`src/rtl/cpu_pkg.sv`:
```
// Shared CPU constants and types used by the fetch and decode stages.
// Provides the default instruction/PC widths, the HALT opcode, the NOP
// encoding and the fetch-stage state enum.
package cpu_pkg;

   localparam int unsigned INSTR_W = 19;
   localparam int unsigned PC_W    = 8;
   localparam int unsigned OP_W    = 5;

   localparam logic [OP_W-1:0]    OP_HALT = 5'b11111;
   localparam logic [INSTR_W-1:0] NOP     = '0;

   typedef enum logic {
      RUN  = 1'b0,
      HALT = 1'b1
   } fetch_state_e;

endpackage

```
`src/rtl/pc_next.sv`:
```
// Combinational PC next-value mux: redirect, increment or hold.
// Ports:
//   pc        - current fetch address
//   advance   - take pc + 1 (wrapping)
//   redirect  - take target; wins over advance
//   target    - redirect address
//   pc_nxt_c  - selected next fetch address
module pc_next
   import cpu_pkg::*;
#(
   parameter int unsigned PC_W = cpu_pkg::PC_W
) (
   input  logic [PC_W-1:0] pc,
   input  logic            advance,
   input  logic            redirect,
   input  logic [PC_W-1:0] target,
   output logic [PC_W-1:0] pc_nxt_c
);

   // Redirect has priority over both advance and stall.
   always_comb begin
      pc_nxt_c = pc;
      if (redirect) begin
         pc_nxt_c = target;
      end else if (advance) begin
         pc_nxt_c = pc + PC_W'(1);
      end
   end

endmodule

```
`src/rtl/fetch_unit.sv`:
```
// Instruction fetch stage: drives the synchronous instruction memory,
// presents fetched instructions to IF/ID, handles stalls, redirects and
// the HALT instruction.
// Ports:
//   clk, rst_n        - clock, asynchronous active-low reset
//   PCwrite           - 1 = advance fetch, 0 = stall
//   branch_taken      - redirect request from a later stage
//   branch_target     - redirect address
//   imem_addr         - instruction memory read address (= pc_q)
//   imem_en           - instruction memory read enable
//   imem_rdata        - memory data, valid one cycle after an enabled read
//   next_instruction  - instruction to IF/ID (NOP when not valid)
//   pc_plus_one_IF    - address of next_instruction plus one
//   halted            - high once HALT has been retired into IF/ID
module fetch_unit
   import cpu_pkg::*;
#(
   parameter int unsigned INSTR_W = cpu_pkg::INSTR_W,
   parameter int unsigned PC_W    = cpu_pkg::PC_W
) (
   input  logic               clk,
   input  logic               rst_n,
   input  logic               PCwrite,
   input  logic               branch_taken,
   input  logic [PC_W-1:0]    branch_target,
   output logic [PC_W-1:0]    imem_addr,
   output logic               imem_en,
   input  logic [INSTR_W-1:0] imem_rdata,
   output logic [INSTR_W-1:0] next_instruction,
   output logic [PC_W-1:0]    pc_plus_one_IF,
   output logic               halted
);

   logic [PC_W-1:0] pc_q;
   logic [PC_W-1:0] pc_d1;
   logic [PC_W-1:0] pc_nxt_c;
   logic            fetch_valid;
   fetch_state_e    state;
   logic            halt_hit_c;
   logic            advance_c;

   // A valid HALT on the memory port retires only when IF/ID accepts it
   // and no redirect squashes it in the same cycle.
   assign halt_hit_c = fetch_valid
                       && (imem_rdata[INSTR_W-1 -: OP_W] == OP_HALT)
                       && PCwrite && !branch_taken;
   assign advance_c  = PCwrite && !halt_hit_c;

   pc_next #(.PC_W(PC_W)) u_pc_next (
      .pc       (pc_q),
      .advance  (advance_c),
      .redirect (branch_taken),
      .target   (branch_target),
      .pc_nxt_c (pc_nxt_c)
   );

   assign imem_addr        = pc_q;
   assign imem_en          = rst_n && (state == RUN) && (PCwrite || branch_taken);
   assign next_instruction = fetch_valid ? imem_rdata : INSTR_W'(NOP);
   assign pc_plus_one_IF   = pc_d1 + PC_W'(1);
   assign halted           = (state == HALT);

   // Fetch state: PC pipeline, valid flag and RUN/HALT.
   always_ff @(posedge clk or negedge rst_n) begin
      if (!rst_n) begin
         pc_q        <= '0;
         pc_d1       <= '0;
         fetch_valid <= 1'b0;
         state       <= RUN;
      end else if (state == RUN) begin
         pc_q <= pc_nxt_c;
         if (branch_taken) begin
            fetch_valid <= 1'b0;
         end else if (halt_hit_c) begin
            fetch_valid <= 1'b0;
            state       <= HALT;
         end else if (PCwrite) begin
            pc_d1       <= pc_q;
            fetch_valid <= 1'b1;
         end
      end
   end

endmodule

```
`config.mk`:
```
export PLATFORM = sky130hd
export DESIGN_NAME = fetch_unit
export DESIGN_NICKNAME = d
export VERILOG_FILES = /design/src/rtl/cpu_pkg.sv /design/src/rtl/pc_next.sv /design/src/rtl/fetch_unit.sv
export SDC_FILE = /design/constraint.sdc
export NUM_CORES = 1
export LEC_CHECK = 0
export CAP_MARGIN = 20
export CORE_MARGIN = 5
export CORE_UTILIZATION = 38
export DETAILED_ROUTE_END_ITERATION = 16
export HOLD_SLACK_MARGIN = 0.15
export PLACE_DENSITY = 0.79
export SLEW_MARGIN = 20
export SYNTH_ARGS = -nofsm -noshare
export SYNTH_HDL_FRONTEND = slang
export SYNTH_HIERARCHICAL = 1
export SYNTH_SLANG_ARGS = --single-unit
```
`constraint.sdc`:
```
create_clock -name clk -period 1.9 [get_ports clk]
set_input_delay 0.38 -clock clk [delete_from_list [all_inputs] [get_ports clk]]
set_output_delay 0.38 -clock clk [all_outputs]
set_load 0.02 [all_outputs]
```
==> metrics.yaml, run 1 <==
setup_path:
  crit_arrival_ns: 1.45
  required_ns: 1.52
  crit_buf_inv: 2
  slowest_delay_ns: 0.53
  path_max_fanout: 4
  worst_setup_path_start_kind: "input port"
  path_class: "in2out"
  crit_family: "buffers and inverters"
  crit_chain: "clkdlybuf4s50_1 -> o21bai_1 -> nor2_1 -> dlygate4sd2_1"
  slowest_stage: "clkdlybuf4s50_1"
  critPathCaptureType: "output pin"
route:
  via_count: 1176
  drt_pass1_iterations: 5
  drtIter0Drc: 38
  viasPerCell: 4.78
  ant_nets: 0
  drc_errors: 0
  routed_wl_um: 3380
  wl_per_cell_um: 13.7
clocking:
  hold_buffers: 0
  cts_buffers: 3
  clk_latency_ns: 0.30
  cts.sinks: 18
  h-tree-depth: 1
  clkTransAtPathRegs_ns: 0.10
  cts_tree: "built"
  cts-root-buf: "clkbuf_4"
  ctsLongestPathBuffers: 2
floorplan:
  pin_count: 68
  rows: 20
  die-area_um2: 4460
  core_um2: 3080
  start_util_pct: 39.8
  fp.dieW_um: 66.8
  dieHeight_um: 66.8
synthesis:
  synth_warnings: 6
  postSynthCellCount: 125
  yosysSeqAreaShare_pct: 36.7
  synth.avg_cell_area_um2: 9.81
  ys_types: 27
  ys_seq_elements: 18
  synthesis.area_um2: 1230
  syn-num-nets: 158
timing:
  finalHoldViolCount: 0
  relSlewSlack_pct: 69.7
  final_min_period_over_clock_period_pct: 96.2
  finalSetupViolCount: 0
  tightest_slew_ns: 0.455
  fmax_ghz: 0.547
  skew_ns: 0.00411
  fin_hold_ws_ns: 0.432
  layout_min_cycle_time_ns: 1.83
  maxSlewViolCount: 0
global_routing:
  antenna_found_initial: 0
  grt_pass1_wl_um: 5530
  grt_pass1_vias: 1169
  gr-usage-all-layers_pct: 15.9
  grt_max_degree: 21
  overflow: 0
placed_design:
  dpl.hpwl_um: 2690
  gp_congestion: 0.821
  io_buffers: 67
  numPlacedInstances: 238
cells_and_area:
  fillers: 275
  antenna_cells: 0
  drive_gt1_share_pct: 22.8
  multi_input_area_um2: 747
  areaGrowthSynthToFinish_pct: 65.4
  fin_nets: 236
  fin_cells: 246
  seqCellArea_um2: 454
power:
  power_density_nw_per_um2: 694
  peakVddDrop_mv: 0.429
  p_leak_nw: 0.990
run:
  max_cap_viol_count: 0
min_path:
  hold_path_class: "in2async"
run_status:
  outcome: "completed"
cells in the mapped netlist:
master	n	area share, %
a21o_1	1	0.61
dfrtp_1	18	37
nor2b_1	3	1.5
or4_1	3	1.8
buf_4	2	1.2
o21ai_0	8	3.3
nand2_1	12	3.7
or3b_1	1	0.71
nor2_1	1	0.31
and2_1	19	9.7
buf_2	1	0.41
xnor2_1	6	4.3
inv_1	2	0.61
mux2_4	8	9.8
and3_1	2	1.0
mux2i_1	1	0.82
mux2_2	8	7.3
o21bai_1	2	1.2
and3_2	1	0.61
and4_2	1	0.82
buf_6	1	0.92
o21a_1	1	0.61
ha_1	2	2.0
clkbuf_1	3	0.92
xor2_1	4	2.9
nand3_1	10	4.1
nand4_1	4	2.0
repair_timing:
item,CTS,global route
gates resized for setup,33,23
setup endpoints to repair,29,14
buffers inserted,0,4
pin swaps,0,3
state kept, by name, indices dropped and copies added, names as in the netlist:
register	cells
imem_addr	8
pc_d1	8
fetch_valid	1
halted	1
cell usage in the layout (no fill, tap or decap), types with 3 or more instances in the layout:
cell type         n
dlymetal6s2s_1    4
clkbuf_2          3
clkdlybuf4s50_1  35
o21ai_0           7
mux2_2            8
buf_4            13
dlygate4sd2_1    24
or4_1             3
nand4_1           4
xor2_1            4
nand3_1          10
mux2_4            8
clkbuf_4          3
nand2_1          11
nor2b_1           3
and2_1           19
xnor2_1           6
dfrtp_2           3
dfrtp_1          15
worst register-to-register path, stage by stage, from the launching register on:
cell and delay, ns:
dfrtp_1 0.40, and4_4 0.19, nand2_2 0.07, o21a_4 0.16
nand2_1 0.10, or4_1 0.47, nand3_1 0.09, mux2_2 0.14
where the power goes:
part	switching, W	internal, W	leakage [nW]
clock	0.000120	0.000117	0.0210
sequential	0.0000771	0.000446	0.217
combinational	0.000293	0.000354	0.752
total	0.000490	0.000916	0.990
per-layer routing:
metal | vias up | track usage, % | share of wire [%]
li1 | 585 | - | -
met1 | 550 | 18.5 | 42
met2 | 36 | 29.0 | 52
met3 | 5 | 4.38 | 5.4
met4 | 0 | 3.05 | 0.62
met5 | - | 0 | 0
area by class of cell:
type | instances | share of cell area, %
clock buffers | 4 | 1.79
inverters | 2 | 0.370
multi-input cells | 98 | 36.8
flip-flops and latches | 18 | 22.4
well taps | 44 | 2.71
repair buffers | 80 | 35.9
through the flow:
step                cell area, µm²  TNS (ns)  power, W  util [%]  setup slack (ns)
floorplan                     1230         0  0.000868         -             0.187
global placement              1980     -4.16   0.00118      64.2            -0.288
detailed placement            1980     -4.82   0.00120      64.2            -0.354
CTS                           1980   -0.0215   0.00139      64.4           -0.0215
global route                  2030  -0.00357   0.00149      65.9          -0.00357
finish                        2030         0   0.00141      65.9            0.0722
path summary, 6_finish.rpt:
kind	from	to	slack [ns]	cells after the start
worst min-delay path	rst_n	imem_addr[3]$_DFFE_PN0N_	0.43	2
worst max-delay path	branch_taken	imem_en	0.07	4
worst max register to register	fetch_valid$_DFFE_PN0P_	imem_addr[6]$_DFFE_PN0N_	0.24	7
max in group asynchronous	rst_n	imem_addr[0]$_DFFE_PN0N_	1.26	2
min in group clk	imem_rdata[16]	halted$_DFF_PN0_	0.51	4
worst min register to register	pc_d1[7]$_DFFE_PN0P_	pc_d1[7]$_DFFE_PN0P_	0.55	1
cell families (layout without fill, tap and decap cells):
logic type | after synthesis | after routing | share of synthesized area (%)
and+or+nand+nor | 57 | 57 | 26.3
DFF | 18 | 18 | 36.7
muxes | 17 | 17 | 18.0
AOI/OAI and AO/OA | 12 | 12 | 5.71
xor gates and xnor gates | 10 | 10 | 7.14
buffers and inverters | 9 | 86 | 4.08
adders and majority gates | 2 | 2 | 2.04
Note: power is estimated with default switching activity, not from simulation.
==> run 2, diff against run 1 <==
- ABC_CLOCK_PERIOD_IN_PS: unset -> 1900
- PLACE_DENSITY: 0.79 -> unset
- PLACE_DENSITY_LB_ADDON: unset -> 0.15
==> metrics.yaml, run 2 (same netlist as run 1, synthesis figures left out) <==
clocking:
  cts_tree: "built"
  cts-root-buf: "clkbuf_4"
  clkTransAtPathRegs_ns: 0.11
  hold_buffers: 0
  ctsLongestPathBuffers: 2
  cts.sinks: 18
  clk_latency_ns: 0.30
  cts_buffers: 3
  h-tree-depth: 1
placed_design:
  numPlacedInstances: 240
  post_dp_cell_area_um2: 1990
  io_buffers: 67
  dpl.hpwl_um: 2740
  gp_congestion: 0.750
setup_path:
  worstRegToRegCells: 7
  r2r-start: "fetch_valid$_DFFE_PN0P_"
  worst_setup_path_start_kind: "input port"
  crit_arrival_ns: 2.05
  path_class: "in2reg"
  crit_path_start: "PCwrite"
  required_ns: 2.10
  r2r_slack_ns: 0.25
  timing.rr.end: "imem_addr[7]$_DFFE_PN0N_"
  endpoint: "imem_addr[1]$_DFFE_PN0N_"
  critPathCaptureType: "flop"
  path_max_fanout: 6
cells_and_area:
  fin_cells: 246
  final_common_cell: "clkdlybuf4s50_1"
  most-common-layout-cells: "37 x clkdlybuf4s50_1, 22 x dlygate4sd2_1, 19 x and2_1"
  multi_input_area_um2: 741
  antenna_cells: 0
  areaGrowthSynthToFinish_pct: 64.2
  fin_area_um2: 2010
  seqCellArea_um2: 453
  drive_gt1_share_pct: 22.8
  fin_nets: 236
  fillers: 292
floorplan:
  core_um2: 3080
  dieHeight_um: 66.8
  die-area_um2: 4460
  rows: 20
  start_util_pct: 39.8
  fp.dieW_um: 66.8
  pin_count: 68
global_routing:
  grt_pass1_wl_um: 5680
  gr-usage-all-layers_pct: 16.5
  grt_pass1_vias: 1220
  grt_max_degree: 21
  antenna_found_initial: 0
  overflow: 0
route:
  drtIter0Drc: 32
  drt_pass1_iterations: 4
  via_count: 1206
  drc_errors: 0
  ant_nets: 0
  routed_wl_um: 3380
  viasPerCell: 4.90
  wl_per_cell_um: 13.7
timing:
  fmax_ghz: 0.541
  fin_hold_ws_ns: 0.448
  finalHoldViolCount: 0
  finalSetupViolCount: 0
  skew_ns: 0.00341
  tightest_slew_ns: 0.487
  final_min_period_over_clock_period_pct: 97.4
  relSlewSlack_pct: 67.5
  layout_min_cycle_time_ns: 1.85
  maxSlewViolCount: 0
min_path:
  hold_path_class: "in2async"
run_status:
  outcome: "completed"
power:
  power_density_nw_per_um2: 692
  peakVddDrop_mv: 0.532
  p_leak_nw: 0.973
run:
  max_cap_viol_count: 0
## run 2: worst max-delay path: stages
cell and delay, ns:
clkdlybuf4s50_1 0.47, and4_2 0.25, nand2_2 0.06, o21a_4 0.24
buf_4 0.14, mux2i_1 0.15, o21ai_0 0.09, mux2_2 0.26
## run 2: area by class of cell
| cell class | count | area share (%) |
|---|---|---|
| clock buffers | 4 | 1.80 |
| inverters | 2 | 0.373 |
| multi-input cells | 98 | 36.8 |
| flip-flops and latches | 18 | 22.5 |
| well taps | 44 | 2.73 |
| repair buffers | 80 | 35.8 |
## run 2: repair_timing
action                                  4_1_cts  5_1_grt
setup buffers                                 0        2
gates resized for setup                      33       18
endpoints found under the setup margin       29       11
pin swaps                                     0        1
## run 2: layer usage
| layer | wire length (µm) | share of wire, % | global-route usage (%) |
|---|---|---|---|
| met1 | 1260 | 37 | 18.6 |
| met5 | 0 | 0 | 0 |
| met2 | 1910 | 56 | 31.6 |
| met4 | 19 | 0.56 | 2.28 |
| met3 | 188 | 5.6 | 4.05 |
## run 2: through the flow
step	total power (W)	util (%)	setup WS, ns	setup TNS, ns
global placement	0.00119	64.7	-0.277	-4.32
detailed placement	0.00121	64.7	-0.308	-4.83
floorplan	0.000868	-	0.187	0
finish	0.00139	65.4	0.0503	0
CTS	0.00140	64.9	-0.0421	-0.0421
global route	0.00149	65.4	-0.00905	-0.0161
## run 2: report_power, final
group	total, W	internal [W]	switching, W
combinational	0.000631	0.000344	0.000287
sequential	0.000521	0.000445	0.0000762
clock	0.000242	0.000117	0.000125
## run 2: worst min path at each step
stage / from / endpoint / slack [ns]
2_1_floorplan: rst_n / fetch_valid$_DFFE_PN0P_ / 0.08
3_3_place_gp: pc_d1[7]$_DFFE_PN0P_ / pc_d1[7]$_DFFE_PN0P_ / 0.52
3_5_place_dp: pc_d1[7]$_DFFE_PN0P_ / pc_d1[7]$_DFFE_PN0P_ / 0.53
4_1_cts: rst_n / imem_addr[0]$_DFFE_PN0N_ / 0.46
5_1_grt: rst_n / imem_addr[1]$_DFFE_PN0N_ / 0.46
6_report: rst_n / imem_addr[1]$_DFFE_PN0N_ / 0.45
